`src/rtl/serial_word_tx.sv`:
```
// serial_word_tx: sends parallel words MSB first to the MBED over a
// four-phase data_ready/data_ack bit handshake, with setup hold-off and
// per-edge timeout.
`timescale 1ns/1ps
module serial_word_tx #(
    parameter int unsigned WIDTH          = 10,
    parameter int unsigned SETUP_CYCLES   = 4,
    parameter int unsigned TIMEOUT_CYCLES = 50000
) (
    input  logic             clk,
    input  logic             reset,
    input  logic             word_valid,
    input  logic [WIDTH-1:0] word_in,
    output logic             word_ready,
    input  logic             data_ack,
    output logic             data_bit,
    output logic             data_ready,
    output logic             busy,
    output logic             done,
    output logic             timeout_err
);

    localparam int unsigned BW = $clog2(WIDTH + 1);
    localparam int unsigned SW = (SETUP_CYCLES > 1) ? $clog2(SETUP_CYCLES) : 1;
    localparam int unsigned TW = (TIMEOUT_CYCLES > 0) ? $clog2(TIMEOUT_CYCLES + 1) : 1;

    localparam logic [BW-1:0] BIT_LAST   = BW'(WIDTH - 1);
    localparam logic [SW-1:0] SETUP_LAST = SW'(SETUP_CYCLES - 1);
    localparam logic [TW-1:0] TO_LAST    = TW'(TIMEOUT_CYCLES - 1);
    localparam bit            TO_EN      = (TIMEOUT_CYCLES != 0);

    typedef enum logic [1:0] {
        IDLE,
        SETUP,
        WAIT_HI,
        WAIT_LO
    } state_t;

    state_t           state_q;
    logic [WIDTH-1:0] sh_q;
    logic [BW-1:0]    bit_cnt_q;
    logic [SW-1:0]    setup_cnt_q;
    logic [TW-1:0]    to_cnt_q;
    logic             ack_meta_q;
    logic             ack_s_q;
    logic             data_bit_q;
    logic             data_ready_q;
    logic             done_q;
    logic             timeout_err_q;

    logic [WIDTH-1:0] sh_next_d;
    logic [TW-1:0]    to_cnt_d;
    logic             waiting;
    logic             to_abort;

    // Next shift value, timeout increment, and whether the current cycle is
    // spent blocked on an ack edge (the only time the timeout advances).
    always_comb begin
        sh_next_d = sh_q << 1;
        to_cnt_d  = to_cnt_q + 1'b1;
        waiting   = ((state_q == SETUP) && (setup_cnt_q == SETUP_LAST) && ack_s_q) ||
                    ((state_q == WAIT_HI) && !ack_s_q) ||
                    ((state_q == WAIT_LO) && ack_s_q);
        to_abort  = TO_EN && waiting && (to_cnt_q == TO_LAST);
    end

    // Two-flop synchronizer for the asynchronous MBED acknowledge.
    always_ff @(posedge clk) begin
        if (reset) begin
            ack_meta_q <= 1'b0;
            ack_s_q    <= 1'b0;
        end else begin
            ack_meta_q <= data_ack;
            ack_s_q    <= ack_meta_q;
        end
    end

    // Handshake FSM; data_bit only moves on entry to SETUP or IDLE.
    always_ff @(posedge clk) begin
        if (reset) begin
            state_q       <= IDLE;
            sh_q          <= '0;
            bit_cnt_q     <= '0;
            setup_cnt_q   <= '0;
            to_cnt_q      <= '0;
            data_bit_q    <= 1'b0;
            data_ready_q  <= 1'b0;
            done_q        <= 1'b0;
            timeout_err_q <= 1'b0;
        end else begin
            done_q        <= 1'b0;
            timeout_err_q <= 1'b0;
            if (to_abort) begin
                // Abandon the word from whichever blocked state we are in.
                state_q       <= IDLE;
                data_ready_q  <= 1'b0;
                data_bit_q    <= 1'b0;
                to_cnt_q      <= '0;
                timeout_err_q <= 1'b1;
            end else begin
                if (waiting) begin
                    to_cnt_q <= to_cnt_d;
                end
                case (state_q)
                    IDLE: begin
                        if (word_valid) begin
                            sh_q        <= word_in;
                            bit_cnt_q   <= '0;
                            setup_cnt_q <= '0;
                            to_cnt_q    <= '0;
                            data_bit_q  <= word_in[WIDTH-1];
                            state_q     <= SETUP;
                        end
                    end
                    SETUP: begin
                        if (setup_cnt_q != SETUP_LAST) begin
                            setup_cnt_q <= setup_cnt_q + 1'b1;
                        end else if (!ack_s_q) begin
                            data_ready_q <= 1'b1;
                            to_cnt_q     <= '0;
                            state_q      <= WAIT_HI;
                        end
                    end
                    WAIT_HI: begin
                        if (ack_s_q) begin
                            data_ready_q <= 1'b0;
                            to_cnt_q     <= '0;
                            state_q      <= WAIT_LO;
                        end
                    end
                    WAIT_LO: begin
                        if (!ack_s_q) begin
                            bit_cnt_q <= bit_cnt_q + 1'b1;
                            to_cnt_q  <= '0;
                            if (bit_cnt_q == BIT_LAST) begin
                                data_bit_q <= 1'b0;
                                done_q     <= 1'b1;
                                state_q    <= IDLE;
                            end else begin
                                sh_q        <= sh_next_d;
                                data_bit_q  <= sh_next_d[WIDTH-1];
                                setup_cnt_q <= '0;
                                state_q     <= SETUP;
                            end
                        end
                    end
                    default: state_q <= IDLE;
                endcase
            end
        end
    end

    assign word_ready  = (state_q == IDLE) && !reset;
    assign busy        = (state_q != IDLE);
    assign data_bit    = data_bit_q;
    assign data_ready  = data_ready_q;
    assign done        = done_q;
    assign timeout_err = timeout_err_q;

endmodule

```
`config.mk`:
```
export PLATFORM = sky130hd
export DESIGN_NAME = serial_word_tx
export DESIGN_NICKNAME = d
export VERILOG_FILES = /design/src/rtl/serial_word_tx.sv
export SDC_FILE = /design/constraint.sdc
export NUM_CORES = 1
export LEC_CHECK = 0
export ABC_CLOCK_PERIOD_IN_PS = 2200
export BUFFER_PORTS_ARGS = -buffer_cell sky130_fd_sc_hd__buf_2
export CAP_MARGIN = 10
export CELL_PAD_IN_SITES_DETAIL_PLACEMENT = 0
export CELL_PAD_IN_SITES_GLOBAL_PLACEMENT = 1
export CORE_AREA = 2 2 114 72
export DETAILED_ROUTE_END_ITERATION = 8
export DIE_AREA = 0 0 116 74
export GPL_TIMING_DRIVEN = 0
export PLACE_DENSITY = 0.63
export SYNTH_ARGS = -nofsm -noshare
export SYNTH_HDL_FRONTEND = slang
export SYNTH_SLANG_ARGS = --single-unit
export TNS_END_PERCENT = 10
```
`constraint.sdc`:
```
create_clock -name clk -period 2.2 [get_ports clk]
set_input_delay 0.11 -clock clk [delete_from_list [all_inputs] [get_ports clk]]
set_output_delay 0.11 -clock clk [all_outputs]
set_load 0.02 [all_outputs]
```
Yosys cells after proc, flatten, opt, wreduce, memory -nomap -nowiden
Cells that the tools add are included.
{"block": "word_totals", "reg_bits": 39, "in_bits": 14, "wordCells": 88}
{"block": "classes", "addsub": 3, "n_eq_ne": 14, "muxes": 35, "bitwise_logic": 2, "n_reduce_logical": 23}
{"cell": "2-to-1 mux 16 bit", "n": 5}
{"cell": "one-hot mux 16 bit (4 select lines)", "n": 1}
{"cell": "2-to-1 mux 9 bit", "n": 3}
{"cell": "2-to-1 mux 2 bit", "n": 9}
{"cell": "one-hot mux 9 bit (2 select lines)", "n": 1}
{"cell": "adder 16 x 1 -> 16 bit (second input constant)", "n": 1}
{"cell": "== test 16 bit (second input constant)", "n": 1}
{"cell": "!= test 2 bit (second input constant)", "n": 7}
{"cell": "AND reduction 5 bit", "n": 2}
{"cell": "2-to-1 mux 1 bit", "n": 9}
{"cell": "2-to-1 mux 4 bit", "n": 2}
{"cell": "one-hot mux 2 bit (4 select lines)", "n": 1}
{"cell": "one-hot mux 4 bit (2 select lines)", "n": 1}
{"cell": "AND reduction 4 bit", "n": 2}
{"cell": "== test 2 bit (second input constant)", "n": 3}
{"cell": "logical AND 1 bit", "n": 6}
{"cell": "one-hot mux 2 bit (3 select lines)", "n": 1}
{"cell": "AND reduction 6 bit", "n": 1}
{"cell": "nonzero test 2 bit", "n": 3}
{"cell": "adder 4 x 1 -> 4 bit (second input constant)", "n": 1}
{"cell": "== test 4 bit (second input constant)", "n": 1}
{"cell": "one-hot mux 1 bit (2 select lines)", "n": 2}
{"cell": "OR reduction 4 bit", "n": 1}
{"cell": "AND reduction 3 bit", "n": 1}
{"cell": "other kinds (9)", "n": 12}

Depth between registers and ports, before layout
{"block": "logic_depth", "word_depth": 9, "depth_mapped": 8, "depth_no_buf": 6}

Worst setup path after synthesis
No wires, ideal clock.
{"block": "synth_path", "kind": "register -> register", "start": "register state_q[1]", "end": "register sh_q[1]", "setup_ns": 0.121, "arrival_ns": 1.867, "required_time_ns": 2.079, "setup_slack_ns": 0.212, "path_stages_with_launch": 8, "synth_period_minus_slack_ns": 1.988, "cell_sequence": "dfxtp_1 > inv_1 > ha_1 > a21oi_2 > a211o_2 > buf_2 > o21ai_4 > mux2_2"}
{"block": "synth_via", "elab_chain_len": 8, "word_cells_on_any_way": 18, "cone_classes": "6 x eq/ne; 1 x mux; 1 x bitwise; 10 x reduce/logical"}
{"item": "from (decl)", "line": "39", "source": "state_t state_q;"}
{"item": "from (signal assigned)", "line": "81", "source": "state_q <= IDLE;"}
{"item": "from (signal assigned)", "line": "95", "source": "state_q <= IDLE;"}
{"item": "from (signal assigned)", "line": "112", "source": "state_q <= SETUP;"}
{"item": "== test 2 x 1 -> 1 bit", "line": "61", "source": "waiting = ((state_q == SETUP) && (setup_cnt_q == SETUP_LAST) && ack_s_q) ||"}
{"item": "logical AND 1 bit (2 in series)", "line": "61"}
{"item": "logical OR 1 bit", "line": "61"}
{"item": "logical OR 1 bit", "line": "62", "source": "((state_q == WAIT_HI) && !ack_s_q) ||"}
{"item": "logical AND 1 bit", "line": "64", "source": "to_abort = TO_EN && waiting && (to_cnt_q == TO_LAST);"}
{"item": "NOT 1 bit (no line)"}
{"item": "AND reduction 5 bit (no line)"}
{"item": "to (signal assigned)", "line": "107", "source": "sh_q <= word_in;"}
{"item": "to (signal assigned)", "line": "140", "source": "sh_q <= sh_next_d;"}
{"item": "to (decl)", "line": "40", "source": "logic [WIDTH-1:0] sh_q;"}
Several ways; a longest one is shown, not always the timed one.
A chain may end at the register's enable or synchronous reset.

Final worst setup path
{"block": "layout_path", "start": "register state_q[0]", "end": "register sh_q[2]"}
The elaborated chain is that of the path after synthesis.

==> flow_metrics.env <==
export IMPL_status="finished, final reports clean"
export IMPL_drive_above_1_share_pct=22.74
export IMPL_seq_area_frac_synth_pct=35.70
export IMPL_pwr_share_comb_pct=41.7
export IMPL_first_pass_iters=4
export IMPL_critPathLaunchType="register"
export IMPL_vias=1884
export IMPL_tightest_slew_ns=0.5619
export IMPL_yosysUniqueCellTypes=50
export IMPL_n_fill_cell=830
export IMPL_synth_top_cell_by_area="dfxtp_1"
export IMPL_design_core_area_sq_um=7570
export IMPL_grt_pass1_wl_mm=8.935
export IMPL_switching_power_w=0.0009823
export IMPL_grt_pass1_vias=1627
export IMPL_drc=0
export IMPL_layoutNonFillerInstCount=385
export IMPL_fp_dieW_um=116
export IMPL_p_leak_nw=0.9270
export IMPL_cts_htree_levels=2
export IMPL_min_path_type="input port to register"
export IMPL_cts_buffers=5
export IMPL_ys_seq_elements=39
export IMPL_vdd_ir_drop_max_mv=0.3136
export IMPL_clkLatencyLatePin_ns=0.29
export IMPL_period_needed_ns=2.143
export IMPL_cts_tree="yes"
export IMPL_cp_end_kind="register"
export IMPL_hpwl_mm=3.908
export IMPL_critPathMaxFanout=9
export IMPL_synthTopCellsByArea="dfxtp_1 36%, mux2i_1 5.5%, ha_1 5.1%, nor2b_1 4.6%, a211oi_1 4.5%"
export IMPL_synth_edff_count=0
export IMPL_wire_per_inst_um=14.16
export IMPL_whs_endpoint="ack_meta_q"
export IMPL_seq_power_share_pct=32.5
export IMPL_dieArea_sq_um=8584
export IMPL_grt_overflow_total=0
export IMPL_grt_usage_pct=13.84
export IMPL_rows=25
export IMPL_r2r_cells=8
export IMPL_worstPathRequired_ns=2.37
export IMPL_cts_sinks=39
export IMPL_r2r_start="state_q[0]"
export IMPL_start_util_pct=28.89
export IMPL_wl_met3_um=285
export IMPL_cp_slowest_cell="dfxtp_1"
export IMPL_drt_iter0_drc=69
export IMPL_routed_top_layer="met4"
export IMPL_syn_nets=269
export IMPL_num_antenna_cells=0
export IMPL_cts_hold_buf=0
export IMPL_cap_violations=0
export IMPL_pwr_share_clk_pct=25.8
export IMPL_setup_viol=0
export IMPL_max_freq_mhz=466.7
export IMPL_port_buffers=19
export IMPL_gp_congestion=0.7638
export IMPL_met1_length_mm=3.146
export IMPL_finalCritPeriodShare_pct=97.39
export IMPL_dpl_cell_count=373
export IMPL_wl_mm=5.450
export IMPL_synth_main_ff_cell="dfxtp_1"
export IMPL_nets=299
export IMPL_crit_type="register to register"
export IMPL_syn_area_sq_um=2187
export IMPL_r2r_setup_slack_ns=0.06
export IMPL_syn_area_per_cell_sq_um=8.891
export IMPL_clk_pin_slew_ns=0.06
export IMPL_io_pins=20
export IMPL_clk_path_buf_depth=2
export IMPL_clockRootBuffer="clkbuf_16"
export IMPL_die_y_um=74
export IMPL_synthCells=246
export IMPL_min_path_cells=2
export IMPL_vias_per_cell=4.894
export IMPL_hold_viol_final=0
export IMPL_relSlewSlack_pct=62.54
export IMPL_worstHoldStart="data_ack"
export IMPL_ant_nets=0
export IMPL_wl_met2_mm=1.947
export IMPL_max_stage_delay_ns=0.37
export IMPL_async_reset_ff_share_pct=0
export IMPL_synth_top_cell_area_share_pct=35.70
export IMPL_p_sw_share_pct=36.29
export IMPL_antenna_found_initial=0
export IMPL_fin_area_sq_um=2631
export IMPL_placed_cell_area_sq_um=2417
export IMPL_p_int_w=0.001724
export IMPL_synthToLayoutAreaGrowth_pct=20.31
export IMPL_path_cells="inv_1 > ha_1 > nor2_4 > a211o_2 > buf_2 > o21ai_4 > buf_12 > mux2_2"
export IMPL_slew_viol_final=0
export IMPL_power_density_nw_per_um2=1029
export IMPL_cp_arrival_ns=2.31
export IMPL_grt_max_degree=12
export IMPL_yosys_warnings=0
export IMPL_rr_endpoint="sh_q[2]"
export IMPL_skew_ns=0.006949
synthesized netlist by cell type, types with 2 or more instances:
master and instances:
inv_1 13, clkbuf_1 3, o21a_1 2, nor2_1 16, a211oi_2 2, nor3_1 7
a211o_2 2, nor2b_1 16, dfxtp_1 39, or4_1 4, nand3_1 6, ha_1 9
mux2i_1 12, nand4_1 5, xnor2_1 2, mux2_2 8, o21ai_0 13, nand2b_1 5
o31ai_1 4, o211ai_1 2, buf_2 8, nand2_1 11, a21oi_1 7, or3b_2 2
or2_2 2, or3_1 10, a211oi_1 13
kinds of logic after synthesis:
group	synth area share [%]
AO/OA/AOI/OAI	20.08
adder cells (fa/ha/maj)	5.149
buffers and inverters	4.577
multiplexers	9.611
AND/OR/NAND/NOR	24.09
flip-flops	35.70
XOR/XNOR	0.8011
state kept, by name, summed over array words and instances, names as in the netlist, 2 cells and up:
name and count:
state_q 2, sh_q 9, to_cnt_q 16, setup_cnt_q 2
bit_cnt_q 4
metal layers:
| metal | global-route usage, % | vias up |
|---|---|---|
| met5 | 0 | - |
| met4 | 4.365 | 0 |
| met3 | 3.912 | 8 |
| met2 | 17.02 | 32 |
| met1 | 22.26 | 874 |
| li1 | - | 970 |
power groups by stage:
stage,combinational [W],clock (W),sequential [W]
after floorplan,0.000753,0,0.000881
after global placement,0.000995,0,0.000891
after detailed placement,0.000994,0,0.000890
after CTS,0.00109,0.000723,0.000877
after global routing,0.00124,0.000763,0.000894
final,0.00113,0.000698,0.000881
critical path: cells and delay by family, from the launching register on:
family / cells / cell delay [ns]
compound gates: 2 / 0.48
mux: 1 / 0.32
flops: 1 / 0.37
fa+ha+maj: 1 / 0.30
simple gates: 1 / 0.08
buf+inv: 3 / 0.46
cell usage in the layout (no fill, tap or decap), types with 6 or more instances in the layout:
cell type / Yosys / routed
nor2_1: 16 / 15
inv_1: 13 / 13
or3_1: 10 / 10
dfxtp_1: 39 / 39
nand2_1: 11 / 11
a211oi_1: 13 / 13
nor3_1: 7 / 7
ha_1: 9 / 8
nand3_1: 6 / 6
mux2_2: 8 / 8
a21oi_1: 7 / 6
buf_2: 8 / 26
o21ai_0: 13 / 13
nor2b_1: 16 / 16
mux2i_1: 12 / 12
how the worst max path moves through the flow:
stage                     cells past startpoint           to  slack, ns        from
after global routing                          8      sh_q[3]      -0.02  state_q[0]
after floorplan                               7      sh_q[1]       0.21  state_q[1]
after CTS                                     7  to_cnt_q[2]       0.04  state_q[0]
after global placement                        7      sh_q[1]       -0.1  state_q[1]
after detailed placement                      7      sh_q[2]      -0.10  state_q[1]
final                                         8      sh_q[2]       0.06  state_q[0]
cell type report:
type	instances	area (sq um)	area share, %
well taps	108	135.1	5.136
plain buffers	11	53.80	2.045
clock buffers	7	132.6	5.040
clock inverters	1	5.005	0.1902
multi-input cells	183	1338	50.83
inverters	13	48.80	1.854
flip-flops and latches	39	780.7	29.67
repair buffers	23	137.6	5.231
what timing repair did:
item | in CTS | in global routing
pin swaps | 1 | 1
endpoints found under the setup margin | 16 | 20
resized for setup | 2 | 5
buffers inserted | 2 | 2
metrics by stage:
step,utilization (%),power (W),setup WS [ns],setup TNS (ns),hold slack [ns]
finish,34.76,0.002707,0.05734,0,0.04974
detailed placement,31.93,0.001884,-0.1015,-0.7905,0.3418
floorplan,-,0.001634,0.2119,0,0.2382
CTS,34.18,0.002692,0.04304,0,0.04961
global route,34.76,0.002894,-0.02014,-0.07755,0.05237
global placement,31.93,0.001886,-0.09600,-0.8758,0.3311
Power figures use the tool's default switching activity.
